File: src/rtl/servo_pwm_multi.sv
// rtl/servo_pwm_multi.sv - multi-channel servo PWM with frame-aligned angle updates and slew limiting
//
// Optional feature macro: SERVO_PWM_MULTI_WATCHDOG_EN
//   When defined, all channels are released (pulse width 0) after WD_FRAMES
//   frame boundaries without an accepted command.
//
// Ports:
//   clock        system clock
//   reset        asynchronous, active-high
//   enable       advances the prescaler and frame counters
//   angle_in     NUM_CH packed angle commands, channel i at [i*ANGLE_W +: ANGLE_W]
//   angle_valid  angle_in is valid
//   angle_ready  pending buffer is empty
//   pwm          registered servo pulse outputs
//   frame_start  one-clock pulse when a new frame begins
`timescale 1ns/1ps
module servo_pwm_multi #(
  parameter int NUM_CH = 2,
  parameter int ANGLE_W = 12,
  parameter int CLK_DIV = 65,
  parameter int TICK_W = 14,
  parameter int PERIOD_TICKS = 16384,
  parameter int SERVOMIN = 500,
  parameter int SERVOMAX = 2600,
  parameter logic [NUM_CH-1:0] REVERSED_MASK = '0,
  parameter int SLEW_STEP = 0,
  parameter int WD_FRAMES = 64
) (
  input  logic                      clock,
  input  logic                      reset,
  input  logic                      enable,
  input  logic [NUM_CH*ANGLE_W-1:0] angle_in,
  input  logic                      angle_valid,
  output logic                      angle_ready,
  output logic [NUM_CH-1:0]         pwm,
  output logic                      frame_start
);

  localparam int PS_W = (CLK_DIV > 1) ? $clog2(CLK_DIV) : 1;
  localparam int PROD_W = ANGLE_W + $clog2(SERVOMAX) + 1;
  localparam logic [PROD_W-1:0] SPAN = PROD_W'(SERVOMAX - SERVOMIN);
  localparam logic [TICK_W-1:0] STEP = TICK_W'(SLEW_STEP);

  logic [PS_W-1:0]   prescaler;
  logic [TICK_W-1:0] tick;
  logic              tick_en;
  logic              boundary;
  logic              accept;
  logic              pend_full;
  logic              wd_fire;
  logic              fs_q;
  logic [NUM_CH-1:0] pwm_q;

  logic [TICK_W-1:0] pend        [NUM_CH];
  logic [TICK_W-1:0] target      [NUM_CH];
  logic [TICK_W-1:0] active      [NUM_CH];
  logic [TICK_W-1:0] cap_width   [NUM_CH];
  logic [TICK_W-1:0] next_target [NUM_CH];
  logic [TICK_W-1:0] next_active [NUM_CH];

  // Angle to pulse width; the product is kept at full precision before the shift.
  function automatic logic [TICK_W-1:0] map_angle(input logic [ANGLE_W-1:0] angle,
                                                   input logic rev);
    logic [PROD_W-1:0] off;
    off = (SPAN * PROD_W'(angle)) >> ANGLE_W;
    if (rev) map_angle = TICK_W'(PROD_W'(SERVOMAX) - off);
    else     map_angle = TICK_W'(PROD_W'(SERVOMIN) + off);
  endfunction

  // A channel at width 0 has never been commanded (or was released), so it jumps.
  function automatic logic [TICK_W-1:0] step_toward(input logic [TICK_W-1:0] cur,
                                                     input logic [TICK_W-1:0] tgt);
    logic [TICK_W-1:0] diff;
    diff = '0;
    step_toward = tgt;
    if (SLEW_STEP != 0 && cur != '0) begin
      if (tgt > cur) begin
        diff = tgt - cur;
        if (diff > STEP) step_toward = cur + STEP;
      end else begin
        diff = cur - tgt;
        if (diff > STEP) step_toward = cur - STEP;
      end
    end
  endfunction

  assign tick_en     = enable && (prescaler == PS_W'(CLK_DIV - 1));
  assign boundary    = tick_en && (tick == TICK_W'(PERIOD_TICKS - 1));
  assign angle_ready = ~pend_full;
  assign accept      = angle_valid && ~pend_full;
  assign pwm         = pwm_q;
  assign frame_start = fs_q;

  always_comb begin
    for (int i = 0; i < NUM_CH; i++) begin
      cap_width[i]   = map_angle(angle_in[i*ANGLE_W +: ANGLE_W], REVERSED_MASK[i]);
      // Uses the buffer state registered before this cycle, so a capture in
      // the boundary cycle waits for the following boundary.
      next_target[i] = pend_full ? pend[i] : target[i];
      next_active[i] = step_toward(active[i], next_target[i]);
    end
  end

`ifdef SERVO_PWM_MULTI_WATCHDOG_EN
  localparam int WD_W = $clog2(WD_FRAMES + 1);
  logic [WD_W-1:0] wd_cnt;

  // An accepted command in the boundary cycle counts as activity and suppresses release.
  assign wd_fire = boundary && !accept && (wd_cnt >= WD_W'(WD_FRAMES - 1));

  always_ff @(posedge clock or posedge reset) begin
    if (reset) begin
      wd_cnt <= '0;
    end else if (accept) begin
      wd_cnt <= '0;
    end else if (boundary && (wd_cnt != WD_W'(WD_FRAMES))) begin
      wd_cnt <= wd_cnt + 1'b1;
    end
  end
`else
  logic unused_wd;
  assign unused_wd = (WD_FRAMES == 0);
  assign wd_fire   = 1'b0;
`endif

  always_ff @(posedge clock or posedge reset) begin
    if (reset) begin
      prescaler <= '0;
      tick      <= '0;
      pend_full <= 1'b0;
      fs_q      <= 1'b0;
      pwm_q     <= '0;
      for (int i = 0; i < NUM_CH; i++) begin
        pend[i]   <= '0;
        target[i] <= '0;
        active[i] <= '0;
      end
    end else begin
      if (enable) prescaler <= tick_en ? '0 : prescaler + 1'b1;
      if (tick_en) tick <= boundary ? '0 : tick + 1'b1;
      fs_q <= boundary;

      if (accept) begin
        pend_full <= 1'b1;
        for (int i = 0; i < NUM_CH; i++) pend[i] <= cap_width[i];
      end else if (boundary && pend_full) begin
        pend_full <= 1'b0;
      end

      if (boundary) begin
        for (int i = 0; i < NUM_CH; i++) begin
          target[i] <= wd_fire ? '0 : next_target[i];
          active[i] <= wd_fire ? '0 : next_active[i];
        end
      end

      for (int i = 0; i < NUM_CH; i++) pwm_q[i] <= (tick < active[i]);
    end
  end

endmodule

File: config.mk
export PLATFORM = sky130hd
export DESIGN_NAME = servo_pwm_multi
export DESIGN_NICKNAME = d
export VERILOG_FILES = /design/src/rtl/servo_pwm_multi.sv
export SDC_FILE = /design/constraint.sdc
export NUM_CORES = 1
export LEC_CHECK = 0
export ABC_AREA = 1
export ABC_CLOCK_PERIOD_IN_PS = 6600
export CELL_PAD_IN_SITES_DETAIL_PLACEMENT = 1
export CELL_PAD_IN_SITES_GLOBAL_PLACEMENT = 2
export CORE_MARGIN = 2
export CORE_UTILIZATION = 40
export DETAILED_ROUTE_END_ITERATION = 7
export PLACE_DENSITY_LB_ADDON = 0.3
export SYNTH_ARGS = -nofsm -noshare
export SYNTH_HDL_FRONTEND = slang
export SYNTH_SLANG_ARGS = --single-unit
File: constraint.sdc
create_clock -name clock -period 6.6 [get_ports clock]
set_input_delay 0.99 -clock clock [delete_from_list [all_inputs] [get_ports clock]]
set_output_delay 0.99 -clock clock [all_outputs]
set_load 0.005 [all_outputs]
Yosys cells after proc, flatten, opt, wreduce, memory -nomap -nowiden
Index checks and enable logic that the tools add are counted.

cells by class
  $add $sub $neg = 4
  multipliers = 2
  magnitude comparators = 2
  equal/unequal tests = 2
  mux-type cells = 6
  bitwise operators = 1
  reductions and logical operators = 6

operator list
  kind                                                number
  multiplier 10 x 12 -> 22 bit, first input constant  2
  2-to-1 mux 14 bit                                   3
  less-than comparator 14 bit                         2
  adder 9 x 12 -> 13 bit, first input constant        2
  adder 14 x 1 -> 14 bit, second input constant       1
  equality test 14 bit, second input constant         1
  adder 7 x 1 -> 7 bit, second input constant         1
  equality test 7 bit, second input constant          1
  2-to-1 mux 7 bit                                    1
  logical AND 1 bit                                   4
  2-to-1 mux 1 bit                                    2
  AND reduction 2 bit                                 1
  nonzero test 2 bit                                  1
  NOT 1 bit                                           1

word-level totals
  register bits after elaboration = 81
  bits of input ports = 28
  output and inout bits = 4
  word-level logic and storage cells = 32

Longest topological paths before layout
  depth after elaboration = 6
  gate-level depth with buffers = 24

Worst setup path after synthesis
No wires, ideal clock.

  path type = input to register
  start = in angle_in[8]
  end = reg pend[24] (netlist bit)
  setup time = 117 ps
  arrival = 4626 ps
  required time = 6483 ps
  path slack = 1856 ps
  stages on the path = 23
  path through = ha_1 -> ha_1 -> ha_1 -> inv_1 -> fa_1 -> inv_1 -> fa_1 -> ha_1 -> nand2_2 -> inv_1 -> a21oi_1 -> nand3_1 -> nand2_1 -> nand2_1 -> ha_1 -> inv_1 -> nand3_1 -> nor2_2 -> nand4_2 -> nand2_1 -> nand2_1 -> nand3_1 -> nand2_1

on the way
  longest elaborated chain between the ends = 2

RTL lines
  what                            RTL line  text
  start: declaration              32        input logic [NUM_CH*ANGLE_W-1:0] angle_in,
  multiplier 10 x 12 -> 22 bit    65        off = (SPAN * PROD_W'(angle)) >> ANGLE_W;
  adder 9 x 12 -> 13 bit          67        else map_angle = TICK_W'(PROD_W'(SERVOMIN) + off);
  end signal: indexed assignment  134       pend[i] <= '0;
  end: declaration                54        logic [TICK_W-1:0] pend [NUM_CH];

Every way passes these cells.
A chain may end at the register's enable or synchronous reset.

Final worst setup path
  start = in angle_in[9]
  end = reg pend[24] (netlist bit)

The elaborated chain is that of the path after synthesis.

==> flow_metrics.env <==
export IMPL_root_buffer="clkbuf_16"
export IMPL_gp_congestion=0.8479
export IMPL_drtIter0Drc=190
export IMPL_synth_cell_types=42
export IMPL_slew_headroom_pct=33.96
export IMPL_die_x_um=141.6
export IMPL_finalHoldViolCount=0
export IMPL_cts_made_buffers=9
export IMPL_wl_per_cell_um=14.44
export IMPL_place_ws_ns=0.7951
export IMPL_h_tree_depth=3
export IMPL_clock_fmax_mhz=183.8
export IMPL_syn_area_um2=7571
export IMPL_hold_path_class="reg -> reg"
export IMPL_ioPinCount=32
export IMPL_fin_ws_ns=1.159
export IMPL_combinationalPowerShare_pct=51.5
export IMPL_antenna_cells=0
export IMPL_power_density_nw_per_um2=293.1
export IMPL_cts_setup_buffers=0
export IMPL_final_antenna_net_count=0
export IMPL_ctsHoldBuffers=0
export IMPL_grt_overflow=0
export IMPL_synth_nets=1168
export IMPL_drt_total_wl_um=18070
export IMPL_drc_errors=0
export IMPL_grt_pass1_wl_um=31510
export IMPL_p_int_mw=1.411
export IMPL_synth_avg_cell_area_um2=7.749
export IMPL_clock_latency_ns=0.33
export IMPL_cp_required_ns=6.82
export IMPL_cts_tree="done"
export IMPL_dr_pass1_iters=5
export IMPL_area_growth_pct=12.20
export IMPL_rows=50
export IMPL_crit_arrival_ns=5.66
export IMPL_switching_share_pct=43.31
export IMPL_critPathCaptureType="register"
export IMPL_status="completed"
export IMPL_synth_cells=977
export IMPL_hpwl_um=15220
export IMPL_synth_seq_cells=77
export IMPL_nNetsFinal=1203
export IMPL_worst_setup_path_type="in -> reg"
export IMPL_grt_max_degree=78
export IMPL_power_frac_seq_pct=26.1
export IMPL_critPathLaunchType="input pin"
export IMPL_path_clk_slew_ns=0.06
export IMPL_drive_gt1_share_pct=5.703
export IMPL_seq_area_frac_synth_pct=25.45
export IMPL_drv_cap=0
export IMPL_min_period_ns=5.441
export IMPL_yosysWarnings=0
export IMPL_die_h_um=141.6
export IMPL_initial_core_util_pct=40.61
export IMPL_viasPerCell=4.952
export IMPL_p_total_mw=2.490
export IMPL_p_leak_nw=4.635
export IMPL_drv_slew=0
export IMPL_rsz0062_at_grt="false"
export IMPL_setup_viol=0
export IMPL_reg2reg_slack_ns=4.25
export IMPL_die_area_um2=20040
export IMPL_whs_ns=0.4859
export IMPL_grt_pass1_vias=6670
export IMPL_vdd_drop_max_mv=0.1245
export IMPL_antenna_found_initial=0
export IMPL_skew_ns=0.004401
export IMPL_cp_max_fo=8
export IMPL_num_vias=6195
export IMPL_cts_resized=0
export IMPL_core_area_um2=18640
export IMPL_power_frac_clock_pct=22.4
export IMPL_numClockSinks=77
export IMPL_fin_tns_setup_ns=0
export IMPL_portBuffers=31
export IMPL_worst_pin_slew_ns=0.9906
export IMPL_power_switching_mw=1.078
export IMPL_post_route_period_util_pct=82.44
export IMPL_cts_max_path_buffers=2
export IMPL_grt_use_total_pct=19.32
cell usage after synthesis:
cell | count | area share, %
a211oi_1 | 1 | 0.099
a21oi_1 | 48 | 3.2
a21oi_2 | 2 | 0.23
a221oi_1 | 2 | 0.23
a31oi_1 | 6 | 0.50
and3_1 | 1 | 0.083
buf_2 | 2 | 0.13
buf_6 | 1 | 0.15
clkbuf_1 | 6 | 0.30
clkinv_1 | 1 | 0.050
dfrtp_1 | 77 | 25
fa_1 | 24 | 6.3
ha_1 | 139 | 23
inv_1 | 190 | 9.4
mux2_2 | 7 | 1.0
mux2_4 | 8 | 1.6
nand2_1 | 232 | 12
nand2_2 | 4 | 0.33
nand3_1 | 57 | 3.8
nand3_2 | 2 | 0.26
nand3_4 | 1 | 0.23
nand3b_1 | 5 | 0.50
nand3b_4 | 1 | 0.26
nand4_1 | 15 | 1.2
nand4_2 | 1 | 0.17
nor2_1 | 57 | 2.8
nor2_2 | 6 | 0.50
nor2_4 | 2 | 0.30
nor3_1 | 9 | 0.59
nor3_2 | 1 | 0.13
nor3_4 | 1 | 0.21
nor3b_1 | 1 | 0.099
nor4_1 | 2 | 0.17
o21a_1 | 1 | 0.099
o21ai_0 | 42 | 2.8
o21ai_1 | 2 | 0.13
o21bai_1 | 2 | 0.20
o221ai_1 | 2 | 0.23
o22ai_1 | 2 | 0.17
or2_2 | 2 | 0.17
xnor2_1 | 4 | 0.46
xor2_1 | 8 | 0.93
per-layer routing:
layer	vias to the layer above	routed length [um]	global-route usage, %
li1	3219	-	-
met1	2906	8903	25.77
met2	50	8692	33.60
met3	20	229	1.991
met4	0	240	5.000
met5	-	0	0
registers in the layout, indices dropped and copies added, names as in the netlist:
signal and cells:
frame_start 1, pwm 2, prescaler 7, pend_full 1, pend 26, active 13, target 13, tick 14
worst paths after layout:
kind,from,to,cells past startpoint
hold reg to reg,active[5],active[5],2
max in group asynchronous,reset,pend[26],3
setup reg to reg,tick[1],target[15],7
hold / removal,active[5],active[5],2
setup / recovery,angle_in[9],pend[24],24
min in group asynchronous,reset,pend[1],3
worst max-delay path, cell delays in order:
cell and delay [ns]:
clkdlybuf4s50_1 0.68, ha_1 0.31, ha_1 0.30, ha_1 0.28
inv_1 0.05, fa_1 0.53, inv_1 0.05, fa_1 0.46
ha_1 0.39, nand2_2 0.14, inv_1 0.05, a21oi_1 0.22
nand3_1 0.10, nand2_1 0.07, nand2_1 0.09, ha_1 0.23
inv_1 0.05, nand3_1 0.11, nor2_2 0.18, nand4_2 0.12
nand2_1 0.08, nand2_1 0.05, nand3_1 0.06, nand2_1 0.05
layout by cell type, fill, tap and decap left out, types with 8 or more instances in the layout:
master	instances
nand2_1	232
inv_1	189
ha_1	139
dfrtp_1	77
nand3_1	57
nor2_1	56
a21oi_1	48
o21ai_0	42
clkdlybuf4s50_1	31
fa_1	24
nand4_1	15
nor3_1	9
clkbuf_16	9
mux2_4	8
xor2_1	8
power groups by stage:
stage                     registers (mW)  clock network [mW]  logic (mW)
after floorplan                    0.631                   0       0.957
after detailed placement           0.659                   0        1.29
after CTS                          0.651               0.574        1.30
after global placement             0.651                   0        1.26
final                              0.649               0.558        1.28
after global routing               0.665               0.592        1.50
cell families after synthesis:
logic type               after synthesis  synth area share [%]
adder cells (fa/ha/maj)              163                 29.32
AND/OR/NAND/NOR                      400                 23.34
buffers and inverters                200                 10.05
AO/OA/AOI/OAI                        110                 7.834
flip-flops                            77                 25.45
XOR/XNOR                              12                 1.388
multiplexers                          15                 2.628
stage by stage:
| stage | area (um2) | util, % | cells |
|---|---|---|---|
| after floorplan | 7571 | - | 977 |
| after global placement | 8149 | 43.71 | 1235 |
| after detailed placement | 8149 | 43.71 | 1235 |
| after CTS | 8494 | 45.56 | 1251 |
| after global routing | 8494 | 45.56 | 1251 |
| final | 8494 | 45.56 | 1251 |
layout make-up:
| class | instances | area, um2 |
|---|---|---|
| clock inverter | 3 | 65.06 |
| timing repair buffer | 33 | 325.3 |
| multi-input combinational | 700 | 4886 |
| tap | 234 | 292.8 |
| sequential | 77 | 1927 |
| inverter | 191 | 718.2 |
| fill | 2323 | 10150 |
| clock buffer | 13 | 280.3 |
No activity file was read; power rests on OpenSTA's default activity.
